### src/rtl/dsm_pkg.sv
// Shared types and constants for the delta-sigma DAC output stage.
package dsm_pkg;

    typedef enum logic {
        IDLE = 1'b0,
        RUN  = 1'b1
    } dsm_state_t;

    // Sign-magnitude filter sample layout
    localparam int SIGN_BIT = 31;
    localparam int MAG_W    = 31;

    // Dither LFSR: 16-bit Fibonacci, taps 16,14,13,11
    localparam logic [15:0] LFSR_SEED = 16'hACE1;
    localparam logic [15:0] LFSR_TAPS = 16'hB400;

endpackage

### src/rtl/dsm_fmt.sv
// Sign-magnitude filter sample to saturated offset-binary DAC code.
// Magnitude bits above the selected field clamp the field to full scale.
module dsm_fmt
    import dsm_pkg::*;
#(
    parameter int DW        = 12,
    parameter int FIELD_LSB = 13
)
(
    input  logic [31:0]   sample,
    output logic [DW-1:0] code
);

    localparam logic [DW-1:0] MID = {1'b1, {(DW-1){1'b0}}};

    logic [MAG_W-1:0] mag;
    logic [MAG_W-1:0] above;
    logic [DW-2:0]    field;
    logic [DW-2:0]    sat;

    // Extract the field, clamp on overflow, then offset around midscale
    always_comb begin
        mag   = sample[MAG_W-1:0];
        above = mag >> (FIELD_LSB + DW - 1);
        field = mag[FIELD_LSB+DW-2:FIELD_LSB];
        sat   = (|above) ? '1 : field;
        if (sample[SIGN_BIT]) begin
            code = MID - {1'b0, sat};
        end else begin
            code = MID + {1'b0, sat};
        end
    end

endmodule

### src/rtl/dsm_dac.sv
// First-order delta-sigma DAC stage fed by an IIR filter channel.
// Accepts one sample per frame into a holding register, swaps it into the
// modulator at each frame boundary and emits a 1-bit oversampled stream.
// Optional feature: define DSM_DITHER_EN to add LFSR carry-in dither.
module dsm_dac
    import dsm_pkg::*;
#(
    parameter int DW        = 12,
    parameter int FIELD_LSB = 13,
    parameter int OSR_LOG2  = 6
)
(
    input  logic          clk,
    input  logic          rst_n,
    input  logic          en,
    input  logic [31:0]   sample_in,
    input  logic          sample_valid,
    output logic          sample_ready,
    output logic          sample_tick,
    output logic          dac_out,
    output logic [DW-1:0] active_code,
    output logic          underrun,
    input  logic          underrun_clr
);

    localparam logic [DW-1:0]       MID     = {1'b1, {(DW-1){1'b0}}};
    localparam logic [OSR_LOG2-1:0] CNT_MAX = '1;

    dsm_state_t          state;
    dsm_state_t          state_next;
    logic [OSR_LOG2-1:0] cnt;
    logic [DW-1:0]       fmt_code;
    logic [DW-1:0]       hold;
    logic                hold_full;
    logic                hold_full_next;
    logic [DW-1:0]       acc;
    logic [DW:0]         sum;
    logic                xfer;
    logic                load;
    logic                cin;

    dsm_fmt #(
        .DW        (DW),
        .FIELD_LSB (FIELD_LSB)
    ) u_fmt (
        .sample (sample_in),
        .code   (fmt_code)
    );

    // A handshake seen while disabled is dropped: the holding register is
    // forced empty whenever en is low, even in the one cycle where the
    // registered ready has not yet fallen.
    assign xfer        = sample_valid && sample_ready && en;
    assign sample_tick = en && (cnt == CNT_MAX);
    assign load        = sample_tick && hold_full;

`ifdef DSM_DITHER_EN
    logic [15:0] lfsr;

    // Dither source, parked at the seed while the modulator is disabled
    always_ff @(posedge clk or negedge rst_n) begin
        if (!rst_n) begin
            lfsr <= LFSR_SEED;
        end else if (!en) begin
            lfsr <= LFSR_SEED;
        end else begin
            lfsr <= {lfsr[14:0], ^(lfsr & LFSR_TAPS)};
        end
    end

    assign cin = lfsr[0];
`else
    assign cin = 1'b0;
`endif

    assign sum = {1'b0, acc} + {1'b0, active_code} + {{DW{1'b0}}, cin};

    // Holding register occupancy: emptied by a boundary load, filled by a transfer
    always_comb begin
        hold_full_next = hold_full;
        if (!en) begin
            hold_full_next = 1'b0;
        end else begin
            if (load) begin
                hold_full_next = 1'b0;
            end
            if (xfer) begin
                hold_full_next = 1'b1;
            end
        end
    end

    // Next state: start running on the first loaded sample, stop on disable
    always_comb begin
        state_next = state;
        case (state)
            IDLE:    if (load) state_next = RUN;
            RUN:     if (!en)  state_next = IDLE;
            default: state_next = IDLE;
        endcase
    end

    // State register
    always_ff @(posedge clk or negedge rst_n) begin
        if (!rst_n) begin
            state <= IDLE;
        end else begin
            state <= state_next;
        end
    end

    // Frame counter and first-order accumulator, both cleared while disabled
    always_ff @(posedge clk or negedge rst_n) begin
        if (!rst_n) begin
            cnt     <= '0;
            acc     <= '0;
            dac_out <= 1'b0;
        end else if (!en) begin
            cnt     <= '0;
            acc     <= '0;
            dac_out <= 1'b0;
        end else begin
            cnt     <= cnt + OSR_LOG2'(1);
            acc     <= sum[DW-1:0];
            dac_out <= sum[DW];
        end
    end

    // Sample path: capture into hold, swap into the modulator at the boundary
    always_ff @(posedge clk or negedge rst_n) begin
        if (!rst_n) begin
            hold         <= '0;
            hold_full    <= 1'b0;
            sample_ready <= 1'b1;
            active_code  <= MID;
        end else begin
            hold_full    <= hold_full_next;
            sample_ready <= en && !hold_full_next;
            if (!en) begin
                hold <= '0;
            end else if (xfer) begin
                hold <= fmt_code;
            end
            if (load) begin
                active_code <= hold;
            end
        end
    end

    // Sticky underrun flag; a new underrun beats a simultaneous clear
    always_ff @(posedge clk or negedge rst_n) begin
        if (!rst_n) begin
            underrun <= 1'b0;
        end else if (sample_tick && !hold_full && (state == RUN)) begin
            underrun <= 1'b1;
        end else if (underrun_clr) begin
            underrun <= 1'b0;
        end
    end

endmodule

### config.mk
export PLATFORM = sky130hd
export DESIGN_NAME = dsm_dac
export DESIGN_NICKNAME = d
export VERILOG_FILES = /design/src/rtl/dsm_pkg.sv /design/src/rtl/dsm_fmt.sv /design/src/rtl/dsm_dac.sv
export SDC_FILE = /design/constraint.sdc
export NUM_CORES = 1
export LEC_CHECK = 0
export CORE_MARGIN = 5
export CORE_UTILIZATION = 40
export CTS_CLUSTER_DIAMETER = 120
export DETAILED_ROUTE_END_ITERATION = 10
export MAX_ROUTING_LAYER = met4
export PLACE_DENSITY_LB_ADDON = 0.05
export SLEW_MARGIN = 20
export SYNTH_ARGS = -nofsm -noshare
export SYNTH_HDL_FRONTEND = slang
export SYNTH_SLANG_ARGS = --single-unit
export TNS_END_PERCENT = 1
### constraint.sdc
create_clock -name clk -period 3.13 [get_ports clk]
set_input_delay 0.4695 -clock clk [delete_from_list [all_inputs] [get_ports clk]]
set_output_delay 0.4695 -clock clk [all_outputs]
set_load 0.1 [all_outputs]
# Yosys cells after proc, flatten, opt, wreduce, memory -nomap -nowiden
# Cells that the tools add are included.
[op_classes]
add_sub_neg = 4
eq_ne = 2
mux = 15
bitwise = 1
reduce_logical = 11
[op_table]
columns = ["op", "count"]
rows = [
  ["12-bit 2-to-1 mux", 4],
  ["12-bit by 12-bit adder with 13-bit output", 1],
  ["12-bit by 11-bit adder with 12-bit output (first input constant)", 1],
  ["12-bit by 11-bit subtractor with 12-bit output (first input constant)", 1],
  ["11-bit 2-to-1 mux", 1],
  ["1-bit 2-to-1 mux", 8],
  ["1-bit logical AND", 7],
  ["7-bit OR reduction", 1],
  ["6-bit by 1-bit adder with 6-bit output (second input constant)", 1],
  ["6-bit == test (second input constant)", 1],
  ["6-bit 2-to-1 mux", 1],
  ["1-bit logical NOT", 2],
  ["2-bit by 1-bit inequality test with 1-bit output (second input constant)", 1],
  ["1-bit one-hot mux with 2 select lines", 1],
  ["2-bit nonzero test", 1],
  ["1-bit NOT", 1],
]
[totals]
reg_bits = 47
out_inout_bits = 16
elab_cells = 42

# Longest topological paths before layout
# Gate-level depths: netlist (run 1).
[depth]
word_depth = 8
mapped_depth = 9
depth_no_buf = 9

# By module
# Synthesis (run 1) repeated with hierarchy kept, for this count alone.
[unflattened]
cells_unflattened = 263
hier_area_um2 = 2635.0
[modules_own_cells]
columns = ["module", "n_inst", "cells_per_inst", "area_per_inst_um2"]
rows = [
  ["dsm_dac", 1, 201, 2257.2],
  ["dsm_fmt", 1, 62, 377.9],
]

# Worst setup path before layout (run 1)
# OpenSTA, ideal clock, no wires.
[synth_timing]
path_kind = "register to register"
startpoint = "register active_code[0]"
endpoint = "register acc[10]"
setup_ps = 126
arrival_ps = 2466
t_required_ps = 3004
slack_ps = 538
path_stages_with_launch = 8
path_buffers = 0
period_less_slack_ps = 2592
path_cell_list = "dfrtp_1 > ha_1 > fa_1 > a211oi_1 > o21ai_0 > a31o_2 > a211oi_1 > nor3_1"
[synth_via]
elab_chain_cells = 2
[synth_rtl]
columns = ["element", "line", "rtl"]
rows = [
  ["start, declared", "dsm_dac.sv:21", "output logic [DW-1:0] active_code,"],
  ["start signal, assigned", "dsm_dac.sv:145", "active_code <= hold;"],
  ["12-bit by 12-bit adder with 13-bit output", "dsm_dac.sv:76", "assign sum = {1'b0, acc} + {1'b0, active_code} + {{DW{1'b0}}, cin};"],
  ["12-bit 2-to-1 mux", "dsm_dac.sv:118", "end else if (!en) begin"],
  ["end signal, assigned", "dsm_dac.sv:124", "acc <= sum[DW-1:0];"],
  ["end, declared", "dsm_dac.sv:36", "logic [DW-1:0] acc;"],
]
# Every way passes these cells.
# A chain may end at the register's enable or synchronous reset.

# Worst setup path in the final report (run 1)
[layout_timing]
startpoint = "input sample_in[26]"
endpoint = "register hold[10]"
[layout_via]
elab_chain_cells = 6
elab_cells_between_ends = 7
classes_between = "add/sub (2); mux (4); reduce/logical (1)"
[layout_rtl]
columns = ["element", "line", "rtl"]
rows = [
  ["start, declared", "dsm_dac.sv:16", "input logic [31:0] sample_in,"],
  ["7-bit OR reduction (*)", "dsm_fmt.sv:26", "sat = (|above) ? '1 : field;"],
  ["11-bit 2-to-1 mux (*)", "dsm_fmt.sv:26", ""],
  ["12-bit by 11-bit adder with 12-bit output / 12-bit by 11-bit subtractor with 12-bit output (equally long branches)", "dsm_fmt.sv:30, dsm_fmt.sv:28", ""],
  ["12-bit 2-to-1 mux (*)", "dsm_fmt.sv:27", "if (sample[SIGN_BIT]) begin"],
  ["12-bit 2-to-1 mux (*)", "dsm_dac.sv:141", "end else if (xfer) begin"],
  ["12-bit 2-to-1 mux (*)", "dsm_dac.sv:139", "if (!en) begin"],
  ["end signal, assigned", "dsm_dac.sv:142", "hold <= fmt_code;"],
  ["end, declared", "dsm_dac.sv:33", "logic [DW-1:0] hold;"],
]
# Mark *: on every way between the ends. The rest lies on a longest branch, timed or not. The select of a mux whose other input is x is not followed.

==> run_results.csv, run 1 <==
group,metric,value,unit
synthesis,synth_cell_types,49,
worst_setup_path,end_kind,"flop",
routing,viasPerCell,5.394,
worst_setup_path,worst_ep_arrival_time,2720,ps
floorplanning,dieArea,8089,um2
worst_setup_path,path_common_cell,"buf_4",
worst_hold_path,hp-class,"in2async",
global_routing,grt_max_degree,30,
synthesis,synthTopCellsByCount,"dfrtp_1, nor2_1, nand2_1, o21ai_0, ha_1",
pwr,combPwrFrac,9.9,%
synthesis,synthArstFlopShare,100.0,%
synthesis,ys_top_cells_by_area,"dfrtp_1, ha_1, mux2_2, nor2_1, o21ai_0",
routing,drtPass1Iterations,4,
floorplanning,rows,29,
floorplanning,die_w,89.94,um
synthesis,yosys.area.top_type,"dfrtp_1",
worst_setup_path,cp-start-kind,"primary input",
pwr,powerDensity,382.1,nW/um2
routing,routed_wl,5417,um
clock_tree,cts_tree,"done",
sta,fmax,390.6,MHz
worst_setup_path,crit_path_max_fanout,8,
global_routing,grt_antenna_before_repair,0,
global_routing,grt_pass1_wl,9687,um
clock_tree,cts.clk_slew.worst_paths,90,ps
pwr,swShare,23.79,%
pwr,p_clk_share,37.3,%
worst_setup_path,max_stage_delay,420,ps
clock_tree,cts-resized-gates,0,
sta,setup_slack,570.1,ps
layout,multi_input_area,1336,um2
layout,nFillCells,583,
synthesis,synth_most_common_cell,"dfrtp_1",
floorplanning,ios,53,
sta,rsz0062_at_grt,"false",
routing,wl_per_cell,14.33,um
routing,drc_errors,0,
global_routing,grt_pass1_vias,2035,
synthesis,ys_seq_area_share,46.11,%
pwr,p_seq_share,52.8,%
synthesis,ys.flop_type,"dfrtp_1",
place,pre_cts_slack,205.8,ps
worst_setup_path,cp_slowest_cell,"clkdlybuf4s50_1",
clock_tree,cts.sinks,47,
worst_setup_path,worstPathRequired,3290,ps
clock_tree,holdBufCountCts,0,
pwr,p_int,913.8,uW
synthesis,synth_edf_count,0,
synthesis,synth.top_cell.area_share,44.05,%
layout,seqCellArea,1179,um2
layout,nNetsFinal,352,
layout,drive_gt1_share,16.94,%
routing,ant_nets,0,
clock_tree,htreeDepth,2,
floorplanning,start_util,40.72,%
clock_tree,clk_path_buf_depth,2,
clock_tree,clk_latency,300,ps
synthesis,syn_area,2556,um2
floorplanning,die_h,89.94,um
run_status,outcome,"finished clean",
sta,setup_viol,0,
sta,worst_pin_slew,999.3,ps
routing,dr.first_iter.drc_count,89,
synthesis,synth_nets,307,
pwr,p_leak,0.001521,uW
place,place_hpwl,4275,um
sta,slew_viol_final,0,
clock_tree,post_cts_buffers,0,
sta,max_slew_margin,33.38,%
sta,hold_viol,0,
worst_setup_path,crit_type,"in2reg",
global_routing,grt-ovfl-total,0,
pwr,ir_worst_vdd,265.6,uV
flow_run,cap_violations,0,
global_routing,grt_use_total,14.59,%
place,globalplace.congestion,0.8149,
pwr,p_sw,285.3,uW
sta,finClkSkew,11.10,ps
clock_tree,cts-buffers-inserted,5,
sta,final.period_utilization,81.78,%
sta,fin_tns_setup,0,ps
clock_tree,clock-root-buffer,"clkbuf_8",
synthesis,ys_seq_elements,47,
layout,syn2layout_area_growth,22.76,%
place,io_buffers,39,
synthesis,yosysWarnings,0,
synthesis,syn_inst,255,
floorplanning,coreArea,6277,um2
sta,finalWorstPathRequiredPeriod,2560,ps
synthesis,synth.avg_cell_area,10.02,um2
layout,diodes,0,
routing,vias,2039,
worst_setup_path,crit_chain,"clkdlybuf4s50_1 -> nor4_1 -> buf_4 -> nand2_1 -> nor2_1 -> ha_1 -> nor3b_1 -> buf_4 -> nand4_1 -> a221oi_1 -> o21ai_0",
-- cell usage in the layout (no fill, tap or decap), drive strengths merged, types with 2 or more instances in the layout --
cell and n:
nor3 9, xor2 5, mux2 12, a211oi 4, dfstp 2, nand3 12
nor4 3, inv 5, nand2b 3, clkdlybuf4s50 22, nand4 3, a21oi 8
or2 2, ha 14, o21ai 17, dfrtp 45, clkinv 2, o211ai 5
o21a 2, a22o 2, xnor2 5, nor2 30, a21o 10, or3 5
a221oi 2, and2 4, buf 22, clkbuf 5, nand2 20
-- through the flow --
step / area (um2) / cells / power (uW) / hold slack (ps) / util [%]
after floorplan: 2556 / 255 / 699.5 / 173.9 / -
after global placement: 3025 / 370 / 765.3 / 448.6 / 48.20
after detailed placement: 3025 / 370 / 766.0 / 459.1 / 48.20
after CTS: 3138 / 378 / 1215 / 218.7 / 49.99
after global routing: 3138 / 378 / 1251 / 251.5 / 49.99
final: 3138 / 378 / 1199 / 185.3 / 49.99
-- metal layers --
| metal | wire length, um | GRT usage, % |
|---|---|---|
| met5 | 0 | - |
| met4 | 65 | 4.094 |
| met3 | 231 | 2.421 |
| met2 | 2447 | 23.35 |
| met1 | 2672 | 19.17 |
-- kinds of logic after synthesis --
| logic type | synth area share, % |
|---|---|
| AOI/OAI and AO/OA | 15.81 |
| xor gates and xnor gates | 3.426 |
| muxes | 5.678 |
| and+or+nand+nor | 19.73 |
| DFF | 46.11 |
| adders and majority gates | 7.636 |
| buffers and inverters | 1.615 |
-- state kept, by name, summed over array words and instances (netlist names) --
signal        flops
acc              12
active_code      12
hold             12
cnt               6
dac_out           1
hold_full         1
sample_ready      1
state             1
underrun          1
-- layout make-up --
| type | count | area share [%] |
|---|---|---|
| Timing Repair Buffer | 44 | 12.60 |
| Multi-Input combinational cell | 197 | 42.58 |
| Tap cell | 77 | 3.070 |
| Sequential cell | 47 | 37.56 |
| Clock buffer | 5 | 2.193 |
| Clock inverter | 3 | 1.396 |
| Inverter | 5 | 0.5981 |
-- final timing paths --
kind | from | to | slack (ps) | depth (start not counted)
max | sample_in[26] | hold[10] | 570 | 11
min | rst_n | acc[8] | 190 | 1
max reg2reg | active_code[0] | acc[10] | 840 | 7
min reg2reg | cnt[0] | cnt[0] | 460 | 1
max in group asynchronous | rst_n | active_code[11] | 2180 | 2
min in group clk | cnt[0] | cnt[0] | 460 | 1
-- power by group through the flow --
stage / sequential (uW) / clock, uW / combinational, uW
floorplan: 652 / 0 / 47.9
global placement: 644 / 0 / 121
detailed placement: 645 / 0 / 121
CTS: 633 / 460 / 122
global route: 635 / 481 / 135
finish: 633 / 447 / 119
-- worst max-delay path, delay by kind of cell --
kind            cells  cell delay, ps
simple gates        5             910
fa+ha+maj           1             170
compound gates      2             430
buf+inv             3             740
No activity file was read; power rests on OpenSTA's default activity.
==> run 2: changes to the inputs <==
clock period = 2.21 ns   (was 3.13 ns; I/O delays follow)
==> run_results.csv, run 2 (synthesis results as in run 1) <==
group,metric,value,unit
global_routing,use_met2,24.57,%
clock_tree,clk_path_buf_depth,2,
layout,layout_commonest_cell,"buf_4",
routing,drtPass1Iterations,6,
layout,drive_gt1_share,30.03,%
routing,dr.first_iter.drc_count,35,
floorplanning,coreArea,6277,um2
sta,finClkSkew,9.531,ps
pwr,ir_worst_vdd,212.3,uV
clock_tree,cts_tree,"done",
sta,rsz0062_at_grt,"true",
floorplanning,start_util,40.72,%
global_routing,grt_use_total,15.47,%
sta,hold_viol,0,
clock_tree,cts-buffers-inserted,5,
sta,finalWorstPathRequiredPeriod,2143,ps
layout,stdcell_count,400,
pwr,p_leak,0.001624,uW
global_routing,top_usage_layer,"met2",
global_routing,grt-ovfl-total,0,
worst_setup_path,cp_slowest_cell,"dfrtp_4",
routing,wl_per_cell,14.75,um
global_routing,grt_pass1_vias,2185,
worst_setup_path,end_kind,"flop",
run_status,outcome,"finished clean",
layout,final_cell_mix,"buf_4, dfrtp_1, nor2_1",
global_routing,use_met1,20.50,%
layout,nFillCells,583,
clock_tree,holdBufCountCts,0,
worst_setup_path,crit_type,"reg2reg",
routing,vias,2152,
worst_setup_path,max_stage_delay,500,ps
sta,fmax,466.7,MHz
clock_tree,clock-root-buffer,"clkbuf_8",
global_routing,grt_util_met3,1.920,%
worst_setup_path,cp-start-kind,"flop",
global_routing,grt_max_degree,26,
floorplanning,die_h,89.94,um
floorplanning,dieArea,8089,um2
routing,viasPerCell,5.380,
layout,largestRegisters,"acc (12), active_code (12), hold (12)",
worst_setup_path,worstPathRequired,2390,ps
clock_tree,htreeDepth,2,
routing,drc_errors,0,
routing,ant_nets,0,
sta,worst_pin_slew,561.5,ps
floorplanning,die_w,89.94,um
global_routing,grt_pass1_wl,10270,um
layout,final_util,54.26,%
place,place_hpwl,4667,um
place,io_buffers,39,
routing,routed_wl,5898,um
pwr,powerDensity,487.7,nW/um2
sta,max_slew_margin,62.57,%
floorplanning,rows,29,
layout,diodes,0,
clock_tree,clk_latency,300,ps
place,globalplace.congestion,0.8255,
worst_hold_path,hp-class,"in2async",
flow_run,cap_violations,0,
clock_tree,cts.sinks,47,
clock_tree,cts.clk_slew.worst_paths,90,ps
worst_setup_path,worst_ep_arrival_time,2330,ps
place,placed_cells,391,
worst_setup_path,crit_path_max_fanout,3,
floorplanning,ios,53,
sta,fin_tns_setup,0,ps
sta,setup_viol,0,
sta,final.period_utilization,96.97,%
sta,slew_viol_final,0,
layout,nNetsFinal,374,
layout,syn2layout_area_growth,33.24,%
worst_setup_path,path_common_cell,"a211oi_2",
global_routing,grt_antenna_before_repair,0,
worst_setup_path,crit_chain,"ha_4 -> fa_2 -> a211oi_2 -> o21ai_2 -> a31o_2 -> a211oi_2 -> nor3_1",
-- run 2: cell count changes in the layout (fill, tap and decap cells not counted), moves of 3 or more --
cell	previous run	this run
dfrtp_1	45	36
dlymetal6s2s_1	0	3
buf_4	20	42
clkdlybuf4s50_1	22	19
dfrtp_2	0	8
-- run 2: layer usage --
layer  wire length (um)  share of wire, %
met1               2833                48
met2               2812                48
met4                 80               1.4
met3                172               2.9
met5                  0                 0
-- run 2: repair_timing --
item / in CTS / in global routing
resized for setup: 2 / 17
setup endpoints to repair: 3 / 7
pin swaps: 0 / 8
gates cloned: 0 / 0
hold endpoints to repair: 0 / 0
buffers inserted: 0 / 1
-- run 2: path summary, 6_finish.rpt --
check / from / end / slack (ps) / depth (start not counted)
hold reg to reg: cnt[0] / cnt[0] / 470 / 1
setup reg to reg: active_code[0] / acc[10] / 70 / 7
setup / recovery: active_code[0] / acc[10] / 70 / 7
min in group clk: cnt[0] / cnt[0] / 470 / 1
hold / removal: rst_n / underrun / 10 / 1
max in group asynchronous: rst_n / sample_ready / 1550 / 2
-- run 2: final cells by class --
class / instances / area (um2) / share of cell area (%)
clock buffers: 7 / 96.34 / 2.829
clock inverters: 1 / 7.507 / 0.2204
inverters: 5 / 22.52 / 0.6613
multi-input cells: 197 / 1423 / 41.77
flip-flops and latches: 47 / 1192 / 35.01
well taps: 77 / 96.34 / 2.829
repair buffers: 66 / 568.0 / 16.68
-- run 2: power breakdown --
part	total, uW	leakage [uW]	internal, uW	switching (uW)
clock network	575	0.0000505	285	290
registers	896	0.000626	883	13.3
logic	189	0.000948	85.5	104
total	1660	0.00162	1250	407
-- run 2: metrics by stage --
step | instance area (um2) | setup WS (ps) | power, uW | hold WS [ps]
floorplan | 2585 | -84.62 | 990.6 | 35.91
global placement | 3211 | -315.1 | 1099 | 359.4
detailed placement | 3211 | -372.2 | 1101 | 354.9
CTS | 3323 | -7.422 | 1675 | 29.37
global route | 3406 | -25.15 | 1738 | 53.60
finish | 3406 | 67.07 | 1661 | 10.84
-- run 2: critical path, delay by kind of cell (launching register included) --
family | cells | cell delay (ps)
adder cells (fa/ha/maj) | 2 | 600
AND/OR/NAND/NOR | 1 | 70
AO/OA/AOI/OAI | 4 | 870
flip-flops | 1 | 500
==> run 3: changes to the inputs <==
TNS_END_PERCENT = 100   (was 1)
==> run_results.csv, run 3 (synthesis results as in run 1) <==
group,metric,value,unit
run_status,outcome,"finished clean",
pwr,p_clk_share,31.4,%
clock_tree,cts-buffers-inserted,5,
worst_setup_path,cp_slowest_cell,"dfrtp_4",
sta,slew_viol_final,0,
worst_setup_path,crit_type,"reg2reg",
pwr,combPwrFrac,11.9,%
clock_tree,clk_path_buf_depth,2,
worst_setup_path,end_kind,"flop",
clock_tree,clock-root-buffer,"clkbuf_8",
pwr,p_seq_share,56.6,%
clock_tree,cts.clk_slew.worst_paths,90,ps
global_routing,grt_pass1_vias,2064,
pwr,p_leak,0.001649,uW
pwr,ir_worst_vdd,237.6,uV
routing,drc_errors,0,
routing,wl_per_cell,15.00,um
worst_setup_path,worst_ep_arrival_time,2350,ps
routing,drtPass1Iterations,4,
flow_run,cap_violations,0,
floorplanning,coreArea,6277,um2
sta,setup_viol,0,
global_routing,grt_max_degree,21,
global_routing,grt_pass1_wl,9860,um
global_routing,grt-ovfl-total,0,
floorplanning,ios,53,
worst_setup_path,max_stage_delay,510,ps
layout,final_cell_mix,"buf_4, dfrtp_1, nor2_1",
layout,multi_input_area,1461,um2
place,globalplace.congestion,0.8772,
routing,ant_nets,0,
floorplanning,dieArea,8089,um2
sta,finalWorstPathRequiredPeriod,2160,ps
floorplanning,die_h,89.94,um
clock_tree,htreeDepth,2,
pwr,totalPowerFinal,1585,uW
sta,fmax,462.9,MHz
floorplanning,start_util,40.72,%
layout,drive_gt1_share,32.22,%
routing,dr.first_iter.drc_count,52,
layout,layout_commonest_cell,"buf_4",
routing,vias,2129,
clock_tree,cts.sinks,47,
place,io_buffers,39,
worst_hold_path,hp-class,"reg2reg",
global_routing,grt_antenna_before_repair,0,
pwr,swShare,24.90,%
clock_tree,cts_tree,"done",
layout,seqCellArea,1205,um2
layout,nNetsFinal,380,
place,place_hpwl,4728,um
pwr,p_int,1191,uW
clock_tree,clk_latency,300,ps
floorplanning,die_w,89.94,um
sta,worst_pin_slew,443.9,ps
pwr,powerDensity,456.4,nW/um2
layout,nFillCells,592,
pwr,p_sw,394.8,uW
worst_setup_path,crit_path_max_fanout,3,
floorplanning,rows,29,
global_routing,grt_use_total,15.13,%
worst_setup_path,worstPathRequired,2390,ps
layout,final_util,55.33,%
layout,syn2layout_area_growth,35.88,%
routing,viasPerCell,5.244,
worst_setup_path,cp-start-kind,"flop",
sta,hold_viol,0,
layout,diodes,0,
routing,routed_wl,6091,um
layout,largestRegisters,"acc (12), active_code (12), hold (12)",
sta,max_slew_margin,70.41,%
sta,finClkSkew,13.81,ps
sta,final.period_utilization,97.76,%
worst_setup_path,crit_chain,"ha_4 -> fa_2 -> a211oi_4 -> o21ai_2 -> a31o_2 -> a211oi_2 -> nor3_1",
-- run 3: cell type report --
| type | count | share of cell area (%) |
|---|---|---|
| Clock inverter | 1 | 0.1441 |
| Multi-Input combinational cell | 197 | 42.07 |
| Timing Repair Buffer | 72 | 17.47 |
| Inverter | 5 | 0.6484 |
| Clock buffer | 7 | 2.197 |
| Sequential cell | 47 | 34.69 |
| Tap cell | 77 | 2.774 |
-- run 3: routing by layer --
layer,up-vias,share of wire [%],track usage [%]
met5,-,0,-
met4,0,1.8,4.094
met3,9,3.2,3.005
met2,38,47,23.84
met1,999,48,19.97
li1,1083,-,-
-- run 3: timing repair --
item | 4_1_cts | 5_1_grt
endpoints found under the hold margin | 18 | 0
gates resized for setup | 9 | 20
buffers inserted | 1 | 4
pin swaps | 3 | 10
hold buffers | 1 | 0
endpoints found under the setup margin | 4 | 7
-- run 3: worst paths after layout --
kind	slack, ps	cells after the start	to	start
worst max-delay path	50	7	acc[10]	active_code[0]
worst min-delay path	470	1	cnt[0]	cnt[0]
worst max register to register	50	7	acc[10]	active_code[0]
worst min register to register	470	1	cnt[0]	cnt[0]
max in group asynchronous	1040	3	sample_ready	rst_n
min in group asynchronous	510	2	active_code[4]	rst_n
-- run 3: power by group through the flow --
stage	combinational, uW	sequential (uW)	clock [uW]
global placement	186	915	0
floorplan	67.9	923	0
CTS	189	898	516
finish	189	898	498
detailed placement	187	915	0
global route	209	902	551
-- run 3: critical path: cells and delay by family (launching register included) --
kind	cells	cell delay (ps)
compound gates	4	870
fa+ha+maj	2	590
flops	1	510
simple gates	1	70
-- run 3: per-stage QoR --
stage / instance area, um2 / TNS, ps / std cells / worst slack [ps] / hold WS, ps
after global routing: 3473 / -125.4 / 406 / -55.04 / 476.4
after detailed placement: 3233 / -1753 / 392 / -464.9 / 309.6
final: 3473 / 0 / 406 / 49.56 / 469.9
after floorplan: 2600 / -84.35 / 255 / -48.14 / 35.91
after CTS: 3351 / 0 / 402 / 27.03 / 466.3
after global placement: 3233 / -1499 / 392 / -407.6 / 306.1
